$ cat config.mk
export PLATFORM = sky130hd
export DESIGN_NAME = ibuf2ddr_flat
export DESIGN_NICKNAME = d
export VERILOG_FILES = /design/src/rtl/ibuf2ddr_pkg.sv /design/src/rtl/ibuf2ddr_if.sv /design/src/rtl/ibuf2ddr_idx_packer.sv /design/src/rtl/ibuf2ddr.sv /design/src/flat_wrapper.sv
export SDC_FILE = /design/constraint.sdc
export NUM_CORES = 1
export LEC_CHECK = 0
export CORE_AREA = 2 2 234 236
export DETAILED_ROUTE_END_ITERATION = 6
export DIE_AREA = 0 0 236 238
export SYNTH_ARGS = -nofsm -noshare
export SYNTH_HDL_FRONTEND = slang
export SYNTH_SLANG_ARGS = --single-unit
$ cat constraint.sdc
create_clock -name clk -period 2.5 [get_ports clk]
set_clock_uncertainty 0.15 [all_clocks]
set_input_delay 0.375 -clock clk [delete_from_list [all_inputs] [get_ports clk]]
set_output_delay 0.375 -clock clk [all_outputs]
set_load 0.05 [all_outputs]
$ cat src/rtl/ibuf2ddr_pkg.sv
// Shared widths for the index-buffer <-> DDR paths, plus the pair-per-word batch size.
// Loader and read-back both import IDX_BATCH from here so their packing always agrees.
package ibuf2ddr_pkg;

    localparam int DDR_W = 64;
    localparam int IDX_W = 8;

    function automatic int bw(input int n);
        return (n <= 1) ? 1 : $clog2(n);
    endfunction

    localparam int PAIR_W    = 2 * IDX_W;
    localparam int IDX_BATCH = DDR_W / IDX_W / 2;

    localparam logic [1:0] MODE_SWAP = 2'b01;

    typedef logic [PAIR_W-1:0] pair_t;

    typedef enum logic [1:0] {
        ST_IDLE,
        ST_READ,
        ST_DRAIN
    } state_t;

    function automatic pair_t swap_halves(input pair_t p);
        return {p[IDX_W-1:0], p[PAIR_W-1:IDX_W]};
    endfunction

endpackage

$ cat src/rtl/ibuf2ddr_if.sv
// Config, index-buffer read and DDR write-stream signals of the ibuf2ddr read-back path.
// slave is the ibuf2ddr side; master is the PE array / DDR arbiter / controller side.
interface ibuf2ddr_if
    import ibuf2ddr_pkg::*;
#(
    parameter int ADDR_W = 8,
    parameter int PE_NUM = 32,
    parameter int PE_W   = 5
);
    logic                       conf_valid;
    logic                       conf_ready;
    logic [3:0]                 conf_mode;
    logic [7:0]                 conf_idx_num;
    logic [PE_W-1:0]            conf_pe;

    logic                       idx_rd_en;
    logic [ADDR_W-1:0]          idx_rd_addr;
    logic [PE_NUM*PAIR_W-1:0]   idx_rd_data;

    logic [DDR_W-1:0]           ddr_data;
    logic                       ddr_valid;
    logic                       ddr_ready;
    logic                       ddr_last;

    modport slave (
        input  conf_valid, conf_mode, conf_idx_num, conf_pe, idx_rd_data, ddr_ready,
        output conf_ready, idx_rd_en, idx_rd_addr, ddr_data, ddr_valid, ddr_last
    );

    modport master (
        output conf_valid, conf_mode, conf_idx_num, conf_pe, idx_rd_data, ddr_ready,
        input  conf_ready, idx_rd_en, idx_rd_addr, ddr_data, ddr_valid, ddr_last
    );

endinterface

$ cat src/rtl/ibuf2ddr_idx_packer.sv
// Packs returning index pairs into DDR words (optional half-swap, zero fill) behind an output register.
// Word registers the cycle its last lane lands; a full word stalls new reads until the output frees.
module idx_packer
    import ibuf2ddr_pkg::*;
(
    input  logic             clk,
    input  logic             rst,
    input  logic             issue_i,
    input  logic             swap_i,
    input  logic             rvld_i,
    input  logic             rlast_i,
    input  pair_t            rdat_i,
    input  logic             ddr_rdy_i,
    output logic             can_issue_o,
    output logic [DDR_W-1:0] ddr_dat_o,
    output logic             ddr_vld_o,
    output logic             ddr_last_o
);
    localparam int LANE_W = bw(IDX_BATCH);
    localparam int CNT_W  = bw(IDX_BATCH + 1);

    pair_t [IDX_BATCH-1:0] lanes_q, lanes_d;
    logic [LANE_W-1:0]     wr_lane_q;
    logic [CNT_W-1:0]      lane_cnt_q, lane_cnt_d;
    logic                  pend_q, pend_last_q;
    logic [DDR_W-1:0]      out_dat_q;
    logic                  out_vld_q, out_last_q;

    pair_t pair_in;
    logic  word_done, out_free, move;

    assign pair_in     = swap_i ? swap_halves(rdat_i) : rdat_i;
    assign word_done   = rvld_i && ((wr_lane_q == LANE_W'(IDX_BATCH - 1)) || rlast_i);
    assign out_free    = !out_vld_q || ddr_rdy_i;
    assign move        = (word_done || pend_q) && out_free;
    assign can_issue_o = lane_cnt_q < CNT_W'(IDX_BATCH);

    always_comb begin
        lanes_d = lanes_q;
        if (rvld_i) begin
            lanes_d[wr_lane_q] = pair_in;
        end
        lane_cnt_d = move ? '0 : lane_cnt_q;
        if (issue_i) begin
            lane_cnt_d = lane_cnt_d + 1'b1;
        end
    end

    always_ff @(posedge clk) begin
        if (rst) begin
            lanes_q     <= '0;
            wr_lane_q   <= '0;
            lane_cnt_q  <= '0;
            pend_q      <= 1'b0;
            pend_last_q <= 1'b0;
            out_dat_q   <= '0;
            out_vld_q   <= 1'b0;
            out_last_q  <= 1'b0;
        end else begin
            lane_cnt_q <= lane_cnt_d;
            if (move) begin
                // Lanes are cleared on hand-off so a short final word is zero filled.
                out_dat_q   <= DDR_W'(lanes_d);
                out_vld_q   <= 1'b1;
                out_last_q  <= pend_q ? pend_last_q : rlast_i;
                lanes_q     <= '0;
                wr_lane_q   <= '0;
                pend_q      <= 1'b0;
                pend_last_q <= 1'b0;
            end else begin
                lanes_q <= lanes_d;
                if (word_done) begin
                    pend_q      <= 1'b1;
                    pend_last_q <= rlast_i;
                    wr_lane_q   <= '0;
                end else if (rvld_i) begin
                    wr_lane_q <= wr_lane_q + 1'b1;
                end
                if (out_vld_q && ddr_rdy_i) begin
                    out_vld_q  <= 1'b0;
                    out_last_q <= 1'b0;
                end
            end
        end
    end

    assign ddr_dat_o  = out_dat_q;
    assign ddr_vld_o  = out_vld_q;
    assign ddr_last_o = out_last_q;

endmodule

$ cat src/rtl/ibuf2ddr.sv
// Reads N index pairs from one PE buffer (addr 0..N-1) and streams them packed to DDR.
// Read data lands 1 cycle after the strobe; reads throttle on lane credit when ddr_ready stalls.
module ibuf2ddr
    import ibuf2ddr_pkg::*;
#(
    parameter int IDX_DEPTH = 256,
    parameter int ADDR_W    = bw(IDX_DEPTH),
    parameter int PE_NUM    = 32,
    parameter int PE_W      = bw(PE_NUM)
) (
    input  logic      clk,
    input  logic      rst,
    ibuf2ddr_if.slave bus
);
    state_t            state_q;
    logic              conf_ready_q;
    logic              swap_q;
    logic              zero_q;
    logic [7:0]        n_q;
    logic [7:0]        rd_cnt_q;
    logic [PE_W-1:0]   pe_q;
    logic [ADDR_W-1:0] addr_q;
    logic              rvld_q;
    logic              rlast_q;

    logic              can_issue, issue, last_issue, conf_hs, last_hs;
    pair_t             pe_pair;
    logic [DDR_W-1:0]  pk_dat;
    logic              pk_vld, pk_last;
    logic              unused_mode;

    assign conf_hs     = bus.conf_valid && conf_ready_q;
    assign issue       = (state_q == ST_READ) && can_issue;
    assign last_issue  = issue && (rd_cnt_q == n_q - 8'd1);
    assign last_hs     = pk_vld && bus.ddr_ready && pk_last;
    assign pe_pair     = bus.idx_rd_data[pe_q*PAIR_W +: PAIR_W];
    assign unused_mode = ^{bus.conf_mode[3], bus.conf_mode[0]};

    always_ff @(posedge clk) begin
        if (rst) begin
            state_q      <= ST_IDLE;
            conf_ready_q <= 1'b1;
            swap_q       <= 1'b0;
            zero_q       <= 1'b0;
            n_q          <= '0;
            rd_cnt_q     <= '0;
            pe_q         <= '0;
            addr_q       <= '0;
            rvld_q       <= 1'b0;
            rlast_q      <= 1'b0;
        end else begin
            rvld_q  <= issue;
            rlast_q <= last_issue;
            case (state_q)
                ST_IDLE: begin
                    if (conf_hs) begin
                        n_q          <= bus.conf_idx_num;
                        pe_q         <= bus.conf_pe;
                        swap_q       <= (bus.conf_mode[2:1] == MODE_SWAP);
                        zero_q       <= (bus.conf_idx_num == 8'd0);
                        rd_cnt_q     <= '0;
                        addr_q       <= '0;
                        conf_ready_q <= 1'b0;
                        // An empty request spends a single cycle in DRAIN and emits nothing.
                        state_q      <= (bus.conf_idx_num == 8'd0) ? ST_DRAIN : ST_READ;
                    end
                end
                ST_READ: begin
                    if (issue) begin
                        rd_cnt_q <= rd_cnt_q + 8'd1;
                        addr_q   <= (addr_q == ADDR_W'(IDX_DEPTH - 1)) ? '0 : addr_q + 1'b1;
                        if (last_issue) begin
                            state_q <= ST_DRAIN;
                        end
                    end
                end
                ST_DRAIN: begin
                    if (zero_q || last_hs) begin
                        state_q      <= ST_IDLE;
                        conf_ready_q <= 1'b1;
                        zero_q       <= 1'b0;
                    end
                end
                default: state_q <= ST_IDLE;
            endcase
        end
    end

    idx_packer u_pack (
        .clk         (clk),
        .rst         (rst),
        .issue_i     (issue),
        .swap_i      (swap_q),
        .rvld_i      (rvld_q),
        .rlast_i     (rlast_q),
        .rdat_i      (pe_pair),
        .ddr_rdy_i   (bus.ddr_ready),
        .can_issue_o (can_issue),
        .ddr_dat_o   (pk_dat),
        .ddr_vld_o   (pk_vld),
        .ddr_last_o  (pk_last)
    );

    assign bus.conf_ready  = conf_ready_q;
    assign bus.idx_rd_en   = issue;
    assign bus.idx_rd_addr = addr_q;
    assign bus.ddr_data    = pk_dat;
    assign bus.ddr_valid   = pk_vld;
    assign bus.ddr_last    = pk_last;

endmodule
$ cat src/flat_wrapper.sv
// flat-port wrapper written by rule: the top's interface ports become plain ports
module ibuf2ddr_flat import ibuf2ddr_pkg::*;
#(
    parameter int IDX_DEPTH = 256,
    parameter int ADDR_W    = bw(IDX_DEPTH),
    parameter int PE_NUM    = 32,
    parameter int PE_W      = bw(PE_NUM)
)
  (clk, rst, bus_conf_valid, bus_conf_mode, bus_conf_idx_num, bus_conf_pe, bus_idx_rd_data, bus_ddr_ready, bus_conf_ready, bus_idx_rd_en, bus_idx_rd_addr, bus_ddr_data, bus_ddr_valid, bus_ddr_last);
  ibuf2ddr_if #(.ADDR_W(ADDR_W), .PE_NUM(PE_NUM), .PE_W(PE_W)) bus_i ();
  input  logic clk;
  input  logic rst;
  input wire logic [$bits(bus_i.conf_valid)-1:0] bus_conf_valid;
  input wire logic [$bits(bus_i.conf_mode)-1:0] bus_conf_mode;
  input wire logic [$bits(bus_i.conf_idx_num)-1:0] bus_conf_idx_num;
  input wire logic [$bits(bus_i.conf_pe)-1:0] bus_conf_pe;
  input wire logic [$bits(bus_i.idx_rd_data)-1:0] bus_idx_rd_data;
  input wire logic [$bits(bus_i.ddr_ready)-1:0] bus_ddr_ready;
  output wire logic [$bits(bus_i.conf_ready)-1:0] bus_conf_ready;
  output wire logic [$bits(bus_i.idx_rd_en)-1:0] bus_idx_rd_en;
  output wire logic [$bits(bus_i.idx_rd_addr)-1:0] bus_idx_rd_addr;
  output wire logic [$bits(bus_i.ddr_data)-1:0] bus_ddr_data;
  output wire logic [$bits(bus_i.ddr_valid)-1:0] bus_ddr_valid;
  output wire logic [$bits(bus_i.ddr_last)-1:0] bus_ddr_last;
  assign bus_i.conf_valid = bus_conf_valid;
  assign bus_i.conf_mode = bus_conf_mode;
  assign bus_i.conf_idx_num = bus_conf_idx_num;
  assign bus_i.conf_pe = bus_conf_pe;
  assign bus_i.idx_rd_data = bus_idx_rd_data;
  assign bus_i.ddr_ready = bus_ddr_ready;
  assign bus_conf_ready = bus_i.conf_ready;
  assign bus_idx_rd_en = bus_i.idx_rd_en;
  assign bus_idx_rd_addr = bus_i.idx_rd_addr;
  assign bus_ddr_data = bus_i.ddr_data;
  assign bus_ddr_valid = bus_i.ddr_valid;
  assign bus_ddr_last = bus_i.ddr_last;
  ibuf2ddr #(.IDX_DEPTH(IDX_DEPTH), .ADDR_W(ADDR_W), .PE_NUM(PE_NUM), .PE_W(PE_W)) u_core (.clk(clk), .rst(rst), .bus(bus_i));
endmodule
==> summary.md <==
| Metric | Value |
|---|---|
| Status | finished, violations left |
| Violated checks | setup timing |
| LEAKAGE | 0.00886 µW |
| Worst path most repeated cell | buf_12 |
| Slowest stage delay, CP | 420 ps |
| Syn_nets | 1987 |
| Hold_ws | 224 ps |
| Max_cap viols | 0 |
| Post-route ant nets | 0 |
| Core area | 0.0535 mm² |
| Area growth, synth to finish | 84.5% |
| CTS buffer count | 17 |
| Synthesized area per cell | 9.27 µm² |
| Post-synth top flop | dfxtp_1 |
| Fin crit period | 2500 ps |
| YS warnings | 0 |
| Fillers | 4989 |
| Hold Crit Endpoint | u_core.bus.idx_rd_addr[3] |
| Critical-path top delay cell | o41ai_1 |
| H-tree depth | 4 |
| # rows | 85 |
| TritonCTS clock tree | done |
| Placed Instances | 2837 |
| Async SR Flop Fraction | 0 |
| RSZ-0062 raised after global routing | true |
| Hold Crit Class | input pin to flop |
| Clock Latency Late Sink | 450 ps |
| Setup violations, final | 1 |
| Period utilisation layout | 1.00 |
| Post-synthesis cell type count | 64 |
| Commonest non-fill, non-tap cell in the layout | clkdlybuf4s50_1 |
| Synthesized flop and latch total | 173 |
| Pre-antenna DRT Iters | 5 |
| Finished Cell Area | 0.0247 mm² |
| Final non-filler cell total | 2923 |
| Final total power | 11800 µW |
| Cells after Synth | 1446 |
| Startpoint types | flop |
| Max rail drop VDD | 0.000410 V |
| Starting Density | 0.251 |
| Crit Path Max Fanout | 15 |
| Hold Path Stages | 4 |
| R2r endpoint | u_core.u_pack.lanes_q[24] |
| Vias | 16400 |
| Critical path arrival | 2670 ps |
| Port Buf Inserts | 606 |
| Layout Nets | 2748 |
| Worst r2r src | u_core.pe_q[1] |
| CP endpoint kind | flop |
| Hold Crit Start | rst |
| Pwr/cell area | 478 mW/mm² |
| Drt initial violations | 1311 |
| Die height | 238 µm |
| Most frequent cells in the layout | clkdlybuf4s50_1, buf_4, dfxtp_1 |
| Critical path type | flop to flop |
| Pins Over Slew Limit | 0 |
| Slew at the pin closest to its max-slew limit | 820 ps |
| Post-synthesis instance area | 0.0134 mm² |
| Grt ovf | 0 |
| # DRC | 0 |
| First-pass GRT wire length | 110000 µm |
| Max Clk Rate | 400 MHz |
| Hpwl dp | 63700 µm |
| Initial antenna violation count | 17 |
| Worst Reg2Reg Path Length in Cells | 9 |
| GRT Util Overall | 0.265 |
| Worst setup margin | -1.54 ps |
| Avg WL per Cell | 27.4 µm |
| Die Area | 0.0562 mm² |
| Boundary pin count | 609 |
| Seq/Total Area, Yosys | 0.258 |
| Worst slack, placed | -320 ps |
| CTS Buffer Depth | 2 |
| DIE WIDTH | 236 µm |
| Crit-path cells | buf_12 > buf_12 > buf_16 > mux2_2 > o22ai_4 > nor3_4 > buf_12 > o41ai_1 > nand3_1 |
| Final Hold Fails | 0 |
| Clk root buf | clkbuf_16 |
| Post-synth EDFFs | 0 |
| Largest net degree at the start of global routing | 58 |
| Share of post-route cells with drive strength above 1 | 0.305 |
| Dpl cell area | 0.0218 mm² |
| Vias/cell | 5.61 |
| Vias in the first global route | 15800 |
| Rel. slew slack | 0.451 |
| Total routed wirelength | 80100 µm |
| Clock-pin slew on the worst setup and hold paths | 90 ps |
| CP required | 2670 ps |
| Worst reg-to-reg setup slack | -2 ps |
| Hold Buf Count CTS | 0 |
| Global placement routability congestion | 0.888 |
| # clock sinks | 173 |
worst max-delay path, delay by kind of cell (launching register included):
family	cells	cell delay, ps
compound gates	2	630
buf+inv	4	590
flops	1	380
mux	1	370
simple gates	2	230
flip-flops by register name, indices dropped and copies added (netlist names), 3 cells and up:
name                      count
u_core.u_pack.lane_cnt_q      3
u_core.u_pack.lanes_q        64
u_core.u_pack.ddr_dat_o      64
u_core.bus.idx_rd_addr        8
u_core.rd_cnt_q               8
u_core.n_q                    8
u_core.pe_q                   5
stage by stage:
step,setup TNS (ps),utilization
floorplan,0,-
global placement,-17910,0.407
detailed placement,-20820,0.407
CTS,-333,0.436
global route,-945,0.462
finish,-1.54,0.462
cell usage after synthesis, drive strengths merged, types with 4 or more instances:
master  number  share of area
clkbuf      59          0.017
ha           8         0.0075
nand2b       9         0.0042
nor4        24          0.034
o21ai       70          0.026
dfxtp      173           0.26
nand3b       4         0.0022
nand3      140          0.052
nand4        7         0.0033
and2         4         0.0019
mux2       193           0.17
a22oi       67          0.038
o221ai      64          0.042
a211oi      68          0.038
inv          6         0.0017
nor4b        4         0.0040
o41ai      128          0.084
xnor2        9         0.0059
o22ai       65          0.035
nor3        68          0.050
xor2        11         0.0072
buf         59          0.031
nor2b       70          0.033
nand2       49          0.014
a21oi       23         0.0086
nor2        33         0.0094
area by class of cell:
type | count | area [µm²] | area share
flip-flops and latches | 173 | 3470 | 0.140
well taps | 696 | 871 | 0.0352
clock buffers | 17 | 425 | 0.0172
clock inverters | 15 | 204 | 0.00824
diodes | 7 | 17.5 | 0.000708
multi-input cells | 1152 | 11000 | 0.445
repair buffers | 857 | 8710 | 0.352
inverters | 6 | 22.5 | 0.000910
repair_timing:
| item | 4_1_cts | 5_1_grt |
|---|---|---|
| setup endpoints to repair | 128 | 128 |
| endpoints found under the hold margin | 0 | 0 |
| setup buffers | 7 | 35 |
| pin swaps | 3 | 28 |
| gates cloned | 2 | 3 |
| gates resized for setup | 137 | 185 |
cells by family (layout without fill, tap and decap cells):
logic type,Yosys count,count (layout),synth area share
AND/OR/NAND/NOR,423,426,0.214
buffers and inverters,124,895,0.0495
other,0,7,0
AO/OA/AOI/OAI,503,503,0.283
XOR/XNOR,20,20,0.0131
flip-flops,173,173,0.258
multiplexers,195,195,0.175
adder cells (fa/ha/maj),8,8,0.00747
how the worst max path moves through the flow:
stage                                 start                        end  slack [ps]  cells past startpoint
after detailed placement     u_core.pe_q[1]  u_core.u_pack.lanes_q[48]        -320                      8
after global routing         u_core.pe_q[0]  u_core.u_pack.lanes_q[45]         -70                      9
after global placement       u_core.pe_q[1]  u_core.u_pack.lanes_q[48]        -340                      8
final                        u_core.pe_q[1]  u_core.u_pack.lanes_q[24]          -2                      9
after CTS                    u_core.pe_q[1]  u_core.u_pack.lanes_q[16]         -40                     10
after floorplan           u_core.state_q[1]          u_core.state_q[0]          30                      6
per-layer routing:
metal,up-vias,share of wire,track usage
met2,767,0.49,0.458
met5,-,0.00095,0
met3,77,0.071,0.0428
met1,8098,0.42,0.350
met4,12,0.016,0.0502
li1,7436,-,-
report_power, final:
| part | internal [µW] | switching, µW |
|---|---|---|
| Sequential | 2850 | 114 |
| Combinational | 2930 | 3100 |
| Clock | 1390 | 1440 |
No activity file was read; power rests on OpenSTA's default activity.
